===== src/rtl/rst_sync_seq.sv =====
// rst_sync_seq: async-assert / sync-release reset synchroniser that stretches reset
// and then releases NUM_CH downstream domains in order, CH_GAP edges apart.
module rst_sync_seq #(
  parameter int SYNC_STAGES = 2,
  parameter int NUM_CH      = 3,
  parameter int STRETCH     = 4,
  parameter int CH_GAP      = 2
) (
  input  logic              CLK,
  input  logic              RST,
  input  logic              SW_RST_REQ,
  output logic [NUM_CH-1:0] SYNC_RST,
  output logic              RST_DONE
);
  localparam int SCW = STRETCH > 1 ? $clog2(STRETCH) : 1;
  localparam int GCW = CH_GAP > 1 ? $clog2(CH_GAP) : 1;
  typedef enum logic [1:0] {S_HOLD, S_STRETCH, S_RELEASE, S_DONE} state_t;
  state_t                 state_q, state_d;
  logic [SYNC_STAGES-1:0] sync_q, sync_d;
  logic [SCW-1:0]         st_cnt_q, st_cnt_d;
  logic [GCW-1:0]         gap_cnt_q, gap_cnt_d;
  logic [NUM_CH-1:0]      rel_q, rel_d;
  // Channels release strictly in order, so the released set is a run of ones shifted in from bit 0.
  always_comb begin
    sync_d    = {sync_q[SYNC_STAGES-2:0], 1'b1};
    state_d   = state_q;
    st_cnt_d  = st_cnt_q;
    gap_cnt_d = gap_cnt_q;
    rel_d     = rel_q;
    if (state_q == S_HOLD) begin
      if (sync_q[SYNC_STAGES-1]) begin
        state_d  = S_STRETCH;
        st_cnt_d = '0;
      end
    end else if (SW_RST_REQ) begin
      state_d   = S_STRETCH;
      st_cnt_d  = '0;
      gap_cnt_d = '0;
      rel_d     = '0;
    end else if (state_q == S_STRETCH) begin
      if (st_cnt_q == SCW'(STRETCH - 1)) begin
        rel_d     = NUM_CH'(1);
        gap_cnt_d = '0;
        state_d   = (NUM_CH == 1) ? S_DONE : S_RELEASE;
      end else begin
        st_cnt_d = st_cnt_q + 1'b1;
      end
    end else if (state_q == S_RELEASE) begin
      if (gap_cnt_q == GCW'(CH_GAP - 1)) begin
        rel_d     = NUM_CH'({rel_q, 1'b1});
        gap_cnt_d = '0;
        state_d   = (&rel_d) ? S_DONE : S_RELEASE;
      end else begin
        gap_cnt_d = gap_cnt_q + 1'b1;
      end
    end
  end
  always_ff @(posedge CLK or posedge RST) begin
    if (RST) begin
      state_q   <= S_HOLD;
      sync_q    <= '0;
      st_cnt_q  <= '0;
      gap_cnt_q <= '0;
      rel_q     <= '0;
    end else begin
      state_q   <= state_d;
      sync_q    <= sync_d;
      st_cnt_q  <= st_cnt_d;
      gap_cnt_q <= gap_cnt_d;
      rel_q     <= rel_d;
    end
  end
  assign SYNC_RST = rel_q;
  assign RST_DONE = &rel_q;
endmodule


===== config.mk =====
export PLATFORM = sky130hd
export DESIGN_NAME = rst_sync_seq
export DESIGN_NICKNAME = d
export VERILOG_FILES = /design/src/rtl/rst_sync_seq.sv
export SDC_FILE = /design/constraint.sdc
export NUM_CORES = 1
export LEC_CHECK = 0
export CAP_MARGIN = 40
export CORE_UTILIZATION = 47
export CTS_CLUSTER_SIZE = 20
export DETAILED_ROUTE_END_ITERATION = 8
export GPL_TIMING_DRIVEN = 0
export PLACE_DENSITY = 0.72
export SLEW_MARGIN = 10
export SYNTH_ARGS = -nofsm -noshare
export SYNTH_HDL_FRONTEND = slang
export SYNTH_SLANG_ARGS = --single-unit

===== constraint.sdc =====
create_clock -name CLK -period 1.5 [get_ports CLK]
set_input_delay 0.15 -clock CLK [delete_from_list [all_inputs] [get_ports CLK]]
set_output_delay 0.15 -clock CLK [all_outputs]
set_load 0.02 [all_outputs]

==> out/qor.txt <==
status = finished, violations left
failing checks = negative setup slack
first-pass GRT wire length = 1.99 mm
dpl hpwl = 813 um
initial antenna violation count = 0
Reg area = 253 um^2
RD Place Congestion = 0.735
Vias = 458
core area = 1170 um^2
Multi-input gate area = 418 um^2
fmax = 656 MHz
Synth Register Bits = 10
Total Wirelength = 1.33 mm
worst r2r dst = st_cnt_q[1]
dpl cell area = 694 um^2
post-route ant nets = 0
r2r startpoint = state_q[0]
reg2reg path depth = 5
area grow syn2layout = 35.9%
hold depth = 2
CP startpoint kind = register
critical path cell sequence = inv_2 > ha_4 > or2_4 > o21a_4 > mux2_4
Tmin final = 1520 ps
pwr dens = 1800 nW/um^2
final setup vio count = 2
vias per std cell = 5.33
Starting DRT DRC Count = 12
CTS Buffer Depth = 2
initial core utilization = 53.3%
total track usage = 20.1%
routed len/inst = 15.4 um
GRT Residual Overflow = 0
max cap viols = 0
Crit. End Element = register
Ys Warns = 0
CTS tree = yes
post-synthesis sequential area ratio = 40.1%
Ports = 7
largest net degree at the start of global routing = 11
CTS H-tree depth = 1
Worst Path Arrival = 1680 ps
Hold EP = SYNC_RST[0]
Mapped Area = 624 um^2
port bufs = 5
die footprint = 1480 um^2
final net count = 82
Fin Setup TNS = -46.4 ps
Worst Slack Setup Final = -23.8 ps
Mean Syn Cell Area = 10.8 um^2
worst min-delay path category = in -> reg
Final Instance Count excl. Fillers = 86
Crit Path Class = reg -> reg
die width = 38.4 um
most frequent cells in the layout = 8 x dfrtp_1, 4 x buf_4, 3 x o21ai_0, 3 x ha_4, 3 x clkbuf_4
placed insts = 77
Reg clk slew, reported paths = 80 ps
Cell variety after synth = 28
share of cells above drive strength 1 = 38.9%
Leak = 0.427 nW
clock tree root buffer cell = clkbuf_4
flop2flop setup slack = -20 ps
Post-Synthesis Cells = 58
worst vdd ir = 0.974 mV
Syn Nets = 67
hold path start = SW_RST_REQ
cell family with most CP delay = flip-flops
fill count = 85
Hold WS = 125 ps
number of global-route vias before repair = 459
# diodes = 0
RSZ-0062 raised after global routing = true
commonest non-fill, non-tap cell in the layout = dfrtp_1
CTS sink count = 10
quantity of hold-fixing buffers added after cts = 0
CP max stage cell = dfrtp_2
drt pass-1 iters = 4
worst-path maximum fanout = 4
clk_lat worst skew = 270 ps
Worst path max stage delay = 410 ps
total CTS buffers = 3
DRC Markers = 0
Tcrit/Tclk final = 102%
hold violation count in the final report = 0
Buffers & Inverters on Critical Path = 1
finished layout cell area = 848 um^2
Die Span Y = 38.4 um
Clock Skew = 7.56 ps
Slew Limit Fails = 0
FP Rows = 12
Critical Path RT = 1650 ps
-- sequential cells by signal, indices dropped and copies added, names as in the netlist --
signal / flops
state_q: 2
SYNC_RST: 3
sync_q: 2
st_cnt_q: 2
gap_cnt_q: 1
-- where the power goes --
part           total, W  internal (W)  switching [W]
clock          0.000251      0.000147       0.000104
combinational  0.000858      0.000456       0.000403
sequential     0.000418      0.000342      0.0000761
-- cell usage after synthesis, drive strengths merged --
cell type  instances  area share [%]
buf                1             1.8
mux2               2             4.8
a2bb2oi            1             1.4
nor4               1             1.0
o41ai              1             1.4
o21ba              1             1.6
nor3               2             1.6
o21a               3             4.8
nand2b             2             2.0
mux2i              2             3.2
and2b              1             1.2
a221o              2             3.2
and3               1             1.0
nand2              2             1.2
or2                1             1.4
nor2b              2             2.0
ha                 6              12
nor3b              3             3.6
nand4b             1             1.4
nand3              1            0.80
conb               1            0.60
inv                4             2.4
a31oi              1             1.0
dfrtp             10              40
nor2               2             1.2
a21oi              1            0.80
o21ai              3             2.4
-- metrics by stage --
| step | util [%] | worst slack, ps | total power [W] |
|---|---|---|---|
| CTS | 66.1 | -26.9 | 0.00135 |
| detailed placement | 59.3 | -115 | 0.00102 |
| global route | 72.4 | -47.1 | 0.00162 |
| floorplan | - | 4.12 | 0.000885 |
| finish | 72.4 | -23.8 | 0.00153 |
| global placement | 59.3 | -127 | 0.00101 |
-- cell families (layout without fill, tap and decap cells) --
| kind of cell | after synthesis | in the layout | synth area share, % |
|---|---|---|---|
| adder cells (fa/ha/maj) | 6 | 6 | 12.0 |
| buffers and inverters | 5 | 19 | 4.21 |
| AND/OR/NAND/NOR | 19 | 19 | 18.4 |
| other | 1 | 1 | 0.601 |
| multiplexers | 4 | 4 | 8.02 |
| AO/OA/AOI/OAI | 13 | 13 | 16.6 |
| flip-flops | 10 | 10 | 40.1 |
-- worst max path at each step --
| stage | start | depth (start not counted) | endpoint |
|---|---|---|---|
| after floorplan | state_q[1] | 5 | st_cnt_q[0] |
| after global placement | state_q[1] | 5 | SYNC_RST[1] |
| after detailed placement | state_q[1] | 5 | SYNC_RST[2] |
| after global routing | state_q[1] | 5 | SYNC_RST[2] |
| after CTS | state_q[0] | 5 | st_cnt_q[0] |
| final | state_q[0] | 5 | st_cnt_q[1] |
-- layout make-up --
type	instances	area share (%)
well taps	14	2.06
multi-input cells	43	49.3
repair buffers	10	11.2
clock buffers	4	4.28
flip-flops and latches	10	29.8
inverters	4	2.06
plain buffers	1	1.33
-- what timing repair did --
action / 4_1_cts / 5_1_grt
gates resized for setup: 7 / 13
gates cloned: 0 / 0
setup buffers: 3 / 2
setup endpoints to repair: 8 / 9
pin swaps: 3 / 1
-- layer usage --
layer | share of wire, % | routed length [um] | GRT usage (%)
met1 | 49 | 653 | 26.4
met2 | 46 | 610 | 31.4
met3 | 3.0 | 40 | 5.23
met4 | 1.6 | 21 | 7.76
met5 | 0 | 0 | 0
Note: power is estimated with default switching activity, not from simulation.
